--- src/rtl/sm3_cmprss_core.sv ---
// SM3 iterative compression core: one round per valid beat, V chained across blocks.
// Optional macro SM3_CMPRSS_BLK_RES_OUT_EN also publishes the intermediate V after every non-final block.
module sm3_cmprss_core (
  input  logic         clk,
  input  logic         rst_n,
  input  logic [31:0]  expnd_otpt_wj,
  input  logic [31:0]  expnd_otpt_wjj,
  input  logic         expnd_otpt_vld,
  input  logic         expnd_otpt_lst,
  output logic [255:0] cmprss_otpt_res,
  output logic         cmprss_otpt_vld
);

  localparam logic [255:0] IV = 256'h7380166f_4914b2b9_172442d7_da8a0600_a96f30bc_163138aa_e38dee4d_b0fb0e4e;
  localparam logic [31:0]  T_LO = 32'h79cc4519;
  localparam logic [31:0]  T_HI = 32'h7a879d8a;

  function automatic logic [31:0] rotl(input logic [31:0] x, input logic [4:0] n);
    logic [63:0] t;
    t = {x, x} << n;
    return t[63:32];
  endfunction

  function automatic logic [31:0] p0(input logic [31:0] x);
    return x ^ rotl(x, 5'd9) ^ rotl(x, 5'd17);
  endfunction

  // Working registers A..H packed with A in the top word, matching the digest layout.
  logic [255:0] st_q, st_d;
  logic [255:0] v_q, v_d;
  logic [255:0] res_q, res_d;
  logic [5:0]   j_q, j_d;
  logic         vld_q, vld_d;

  logic [31:0] a, b, c, d, e, f, g, h;
  logic [31:0] t_rot, a12, ss1, ss2, ff, gg, tt1, tt2;
  logic [255:0] rnd, vnew;
  logic        early;

  assign {a, b, c, d, e, f, g, h} = st_q;
  assign early = (j_q < 6'd16);

  always_comb begin
    t_rot = rotl(early ? T_LO : T_HI, j_q[4:0]);
    a12   = rotl(a, 5'd12);
    ss1   = rotl(a12 + e + t_rot, 5'd7);
    ss2   = ss1 ^ a12;
    ff    = early ? (a ^ b ^ c) : ((a & b) | (a & c) | (b & c));
    gg    = early ? (e ^ f ^ g) : ((e & f) | (~e & g));
    tt1   = ff + d + ss2 + expnd_otpt_wjj;
    tt2   = gg + h + ss1 + expnd_otpt_wj;
    rnd   = {tt1, a, rotl(b, 5'd9), c, p0(tt2), e, rotl(f, 5'd19), g};
    vnew  = v_q ^ rnd;
  end

  always_comb begin
    st_d  = st_q;
    v_d   = v_q;
    res_d = res_q;
    j_d   = j_q;
    vld_d = 1'b0;
    if (expnd_otpt_vld) begin
      j_d  = j_q + 6'd1;
      st_d = rnd;
      if (j_q == 6'd63) begin
        if (expnd_otpt_lst) begin
          // Reload IV on the same edge so the next message can start without a bubble.
          res_d = vnew;
          vld_d = 1'b1;
          v_d   = IV;
          st_d  = IV;
        end else begin
          v_d  = vnew;
          st_d = vnew;
`ifdef SM3_CMPRSS_BLK_RES_OUT_EN
          res_d = vnew;
          vld_d = 1'b1;
`else
          res_d = res_q;
`endif
        end
      end
    end
  end

  always_ff @(posedge clk) begin
    if (!rst_n) begin
      st_q  <= IV;
      v_q   <= IV;
      res_q <= '0;
      j_q   <= '0;
      vld_q <= 1'b0;
    end else begin
      st_q  <= st_d;
      v_q   <= v_d;
      res_q <= res_d;
      j_q   <= j_d;
      vld_q <= vld_d;
    end
  end

  assign cmprss_otpt_res = res_q;
  assign cmprss_otpt_vld = vld_q;

endmodule

--- config.mk ---
export PLATFORM = sky130hd
export DESIGN_NAME = sm3_cmprss_core
export DESIGN_NICKNAME = d
export VERILOG_FILES = /design/src/rtl/sm3_cmprss_core.sv
export SDC_FILE = /design/constraint.sdc
export NUM_CORES = 2
export LEC_CHECK = 0
export ABC_AREA = 1
export CAP_MARGIN = 20
export CORE_ASPECT_RATIO = 1.5
export CORE_UTILIZATION = 50
export CTS_BUF_LIST = sky130_fd_sc_hd__clkbuf_4
export CTS_CLUSTER_DIAMETER = 60
export DETAILED_ROUTE_END_ITERATION = 10
export GPL_ROUTABILITY_DRIVEN = 0
export PLACE_DENSITY_LB_ADDON = 0.05
export SLEW_MARGIN = 30
export SYNTH_ARGS = -nofsm -noshare
export SYNTH_HDL_FRONTEND = slang
export SYNTH_SLANG_ARGS = --single-unit
--- constraint.sdc ---
create_clock -name clk -period 15.2 [get_ports clk]
set_input_delay 3.04 -clock clk [delete_from_list [all_inputs] [get_ports clk]]
set_output_delay 3.04 -clock clk [all_outputs]
set_load 0.1 [all_outputs]
# Word level (Yosys, flattened, before mapping)

Cells that the tools add are included.

Add/sub/neg operators: 9
Multiply operators: 0
Div/mod/pow operators: 0
Order comparisons: 1
Equality and inequality tests: 1
Shift-type cells: 1
Multiplexer cells: 6
Bitwise operators: 17
Reductions and logical operators: 3

Operators by type and width:

| kind                                                       | count |
|---|---|
| 2-to-1 mux 256 bit                                         | 2 |
| adder 32 bit                                               | 8 |
| XOR 256 bit                                                | 1 |
| XOR 32 bit                                                 | 7 |
| bitwise AND 32 bit                                         | 5 |
| OR 32 bit                                                  | 3 |
| 2-to-1 mux 32 bit                                          | 2 |
| left shift 63 x 5 -> 64 bit                                | 1 |
| NOT 32 bit                                                 | 1 |
| 2-to-1 mux 26 bit                                          | 1 |
| adder 6 x 1 -> 6 bit, second input constant                | 1 |
| == test 6 bit, second input constant                       | 1 |
| less-than comparator 6 x 5 -> 1 bit, second input constant | 1 |
| AND reduction 3 bit                                        | 2 |
| AND reduction 2 bit                                        | 1 |
| 2-to-1 mux 1 bit                                           | 1 |

Bits in registers: 775
Bits in latches: 0
Bits in writable memories: 0
Bits in read-only memories: 0
Input port bits: 68
Output and inout port bits: 257
Word-level logic and storage cells: 43
Memories: 0

# Depth between registers and ports, before layout

Depth after elaboration: 12
Gate-level depth with buffers: 53

# Worst setup path before layout

No wires, ideal clock.

Path type: register to register
From: register j_q[4]
To: register st_q[254]
Library setup time: 0.138 ns
Data arrival time: 7.565 ns
Required time: 15.062 ns
Path slack: 7.496 ns
Stages on the path, launching flop included: 44
Path through: dfxtp_1 buf_4 inv_2 nand2_2 clkbuf_1 buf_1 clkbuf_1 ha_1 or2_2 nand2_1 nand2_1 o31ai_1 o21ai_0 inv_1 o21ai_0 fa_1 inv_1 ha_1 [... 8 more ...] inv_1 nand2_1 nand2_1 fa_1 inv_1 fa_1 ha_1 nand2_1 nor3_1 nand2_1 nand3_1 a21oi_1 o21ai_0 nand3b_1 nand3_1 nand3_1 nand3_1 nand4_1

Cells in the longest elaborated chain, start to end: 10
Elaborated cells between the ends (all ways): 13

Ends and longest elaborated chain:

| element                             | RTL line | source |
|---|---|---|
| start: declaration                  | 32       | `logic [5:0] j_q, j_d;` |
| start signal: assignment            | 97       | `j_q <= j_d;` |
| less-than comparator 6 x 5 -> 1 bit | 41       | `assign early = (j_q < 6'd16);` |
| 2-to-1 mux 26 bit                   | 44       | `t_rot = rotl(early ? T_LO : T_HI, j_q[4:0]);` |
| left shift 63 x 5 -> 64 bit         | 20       | `t = {x, x} << n;` |
| adder 32 bit                        | 46       | `ss1 = rotl(a12 + e + t_rot, 5'd7);` |
| XOR 32 bit                          | 47       | `ss2 = ss1 ^ a12;` |
| adder 32 bit (2 in series)          | 50       | `tt1 = ff + d + ss2 + expnd_otpt_wjj;` |
| XOR 256 bit                         | 53       | `vnew = v_q ^ rnd;` |
| 2-to-1 mux 256 bit                  | 66       | `if (expnd_otpt_lst) begin` |
| 2-to-1 mux 256 bit (*)              | 65       | `if (j_q == 6'd63) begin` |
| end signal: assignment              | 94       | `st_q <= st_d;` |
| end: declaration                    | 29       | `logic [255:0] st_q, st_d;` |

Mark *: on every way between the ends. The rest lies on a longest branch, timed or not.
A chain may end at the register's enable or synchronous reset.

# Worst setup path in the final report

From: register j_q[4]
To: register st_q[236]

The elaborated chain is that of the path after synthesis.

==> flow_metrics.py <==
metrics = {
    "global_routing": {
        "top_usage_layer": "met2",
        "grt_pass1_wl_um": 248000,
        "largest_net_degree_at_the_start_of_global_routing": 116,
        "grt_usage": 0.394,
        "via_count_of_the_first_global_routing_pass": 39400,
        "global_route.usage.met2": 0.637,
        "global_route.usage.met3": 0.0900,
        "grt_util_met1": 0.427,
        "grt_antenna_before_repair": 4,
        "global_route.overflow_total": 0,
    },
    "yosys": {
        "cell_count_after_synthesis": 5796,
        "synthDominantAreaCellType": "dfxtp_1",
        "portion_of_the_post_synthesis_area_used_by_sequential_elements": 0.363,
        "synthTopCellsByArea": "dfxtp_1 36%, nand2_1 15%, fa_1 8.8%, inv_1 5.1%, xnor2_1 4.9%",
        "synth_fp_nets": 6151,
        "synth.distinct_cells": 59,
        "post-synth-top-count-cell": "nand2_1",
        "synth-async-reset-ratio": 0,
        "postSynthAreaPerCell_sq_um": 7.38,
        "post_synth_edffs": 0,
        "netlist_area_sq_um": 42800,
        "most_frequently_used_flop_master_after_synthesis": "dfxtp_1",
        "post_synth_most_frequent_cells": "1750 x nand2_1, 775 x dfxtp_1, 576 x inv_1",
        "synth_top_area_share": 0.363,
        "synth-seq-cells": 775,
        "synthesis.yosys.warnings": 0,
    },
    "sta": {
        "grt_setup_unrepaired": "false",
        "finalCritPeriodShare": 0.640,
        "fin_worst_skew_ps": 87.4,
        "max_slew_margin": 0.229,
        "setup_violations": 0,
        "tns_ps": 0,
        "fmaxAchievable_mhz": 103,
        "final_worst_path_period_need_ps": 9730,
        "final_max_slew_viol_count": 0,
        "worstMarginPinSlew_ps": 1140,
        "finalHoldViolations": 0,
    },
    "cells_and_area": {
        "final_nets": 6463,
        "area_growth_syn_to_layout_pct": 15.0,
        "fillerInstances": 8256,
        "layout_cells_sized_above_1": 0.0651,
    },
    "setup_path": {
        "regToRegEndpoint": "st_q[236]$_SDFFE_PN1P_",
        "cell_type_of_the_slowest_stage_on_the_worst_timing_path": "o21ai_0",
        "startpoint_type": "flop",
        "worst-path-max-fanout": 38,
        "critPathTopFamily": "compound AO/OA/AOI/OAI gates",
        "max_stage_delay_ps": 850,
        "crit_arrival_ps": 10760,
        "launching_point_of_the_worst_reg2reg_path": "j_q[4]$_SDFFE_PN0P_",
        "setup.reg_to_reg.worst_slack_ps": 5470,
        "worst_setup_path_end_kind": "flop",
        "worst_path_buffer_plus_inverter_count": 4,
        "cp.required_ps": 16230,
        "worst_path_most_repeated_cell": "nand2_1",
        "critPathKind": "reg -> reg",
        "ff2ff_path_depth": 35,
    },
    "job": {
        "max-cap-violations": 0,
    },
    "clocking": {
        "postCtsResizedCells": 0,
        "tritoncts": "built",
        "ctsLongestPathBuffers": 3,
        "count_of_buffers_added_by_post_cts_timing_repair_for_setup": 0,
        "ctsRootBufferMaster": "clkbuf_4",
        "clk-insertion-delay-late_ps": 1240,
        "num_clock_sinks": 775,
        "cts_buffer_count": 182,
        "cts_h_tree_lvls": 4,
        "path_clk_slew_ps": 80,
        "ctsHoldBuffers": 0,
    },
    "status": {
        "outcome": "completed",
    },
    "worst_hold_path": {
        "hp-class": "reg -> reg",
        "timing.hold.worst_endpoint": "cmprss_otpt_res[238]$_SDFFE_PN0P_",
        "timing.hold.worst_path_depth": 2,
        "worst_hold_startpoint": "cmprss_otpt_res[238]$_SDFFE_PN0P_",
    },
    "placed_design": {
        "io_buffers": 324,
        "dp_hpwl_um": 126000,
    },
    "die": {
        "design.portCount": 325,
        "die_x_um": 241,
        "placementRows": 131,
        "core_region_area_sq_um": 84900,
        "die_h_um": 360,
        "die_outline_area_sq_um": 86800,
        "floorplan.initialDensity": 0.504,
    },
    "route": {
        "wl_um": 170000,
        "post_drt_wl_per_cell_um": 23.1,
        "post-route-drc-count": 0,
        "dr.pass1.iters": 8,
        "route.vias.total": 41400,
        "initialDrtViolationCount": 3535,
        "via_per_inst": 5.61,
        "ant_nets": 0,
    },
}
==> area by class of cell <==
type                            instances  area, sq um  area share
Tap cell                             1130         1410      0.0287
Clock inverter                         50          288     0.00585
Multi-Input combinational cell       4178        24100       0.489
Clock buffer                          266         2000      0.0406
Antenna cell                            8         20.0    0.000407
Sequential cell                       775        15500       0.315
Inverter                              588         2240      0.0456
Timing Repair Buffer                  383         3650      0.0742
==> flip-flops by register name, summed over array words and instances, names as in the netlist <==
name             count
cmprss_otpt_res    256
cmprss_otpt_vld      1
j_q                  6
st_q               256
v_q                256
==> cells in the final DEF (no fill, tap or decap), types with 37 or more instances in the layout <==
| cell | netlist | final |
|---|---|---|
| a21oi_1 | 276 | 276 |
| a31oi_1 | 123 | 123 |
| buf_4 | 1 | 59 |
| clkbuf_4 | 0 | 266 |
| clkdlybuf4s50_1 | 0 | 315 |
| dfxtp_1 | 775 | 775 |
| fa_1 | 188 | 188 |
| ha_1 | 99 | 99 |
| inv_1 | 576 | 574 |
| nand2_1 | 1750 | 1748 |
| nand3_1 | 328 | 328 |
| nor2_1 | 382 | 379 |
| o211ai_1 | 37 | 37 |
| o21ai_0 | 392 | 392 |
| o221ai_1 | 39 | 39 |
| xnor2_1 | 241 | 240 |
| xor2_1 | 99 | 98 |
==> logic make-up (layout without fill, tap and decap cells) <==
logic type | Yosys count | count (layout) | share of synthesized area
AOI/OAI and AO/OA | 952 | 952 | 0.125
xor gates and xnor gates | 344 | 344 | 0.0711
adders and majority gates | 287 | 287 | 0.117
buffers and inverters | 843 | 1287 | 0.0759
DFF | 775 | 775 | 0.363
muxes | 27 | 27 | 0.00632
other | 0 | 8 | 0
and+or+nand+nor | 2568 | 2568 | 0.242
==> metrics by stage <==
stage / instance area (sq um) / std cells / hold WS [ps] / setup slack (ps) / utilization
floorplan: 42800 / 5796 / 443 / 7500 / -
finish: 49200 / 7378 / 450 / 5470 / 0.580
detailed placement: 46900 / 7054 / 443 / 6090 / 0.552
global placement: 46900 / 7054 / 436 / 6220 / 0.553
global route: 49200 / 7376 / 464 / 5050 / 0.579
CTS: 49200 / 7370 / 455 / 6090 / 0.579
==> worst min-delay path: stages (launching register included) <==
cell and delay [ps]:
dfxtp_1 310, nand2_1 60, nand2_1 40
==> worst max-delay path by stage <==
stage,start,endpoint,slack (ps),depth (start not counted)
CTS,j_q[4]$_SDFFE_PN0P_,st_q[254]$_SDFFE_PN1P_,6090,42
detailed placement,j_q[4]$_SDFFE_PN0P_,st_q[254]$_SDFFE_PN1P_,6090,42
finish,j_q[4]$_SDFFE_PN0P_,st_q[236]$_SDFFE_PN1P_,5470,35
global route,j_q[4]$_SDFFE_PN0P_,st_q[254]$_SDFFE_PN1P_,5050,38
floorplan,j_q[4]$_SDFFE_PN0P_,st_q[254]$_SDFFE_PN1P_,7500,43
global placement,j_q[4]$_SDFFE_PN0P_,st_q[236]$_SDFFE_PN1P_,6220,41
==> per-layer routing <==
metal / vias up / wire (um)
li1: 19300 / -
met1: 19300 / 59100
met4: 2 / 17900
met2: 2138 / 78900
met3: 658 / 14500
met5: - / 13
Power is left out: the tool's default activity adds up to more than one toggle a clock period on the data nets, which glitch-free logic cannot reach.
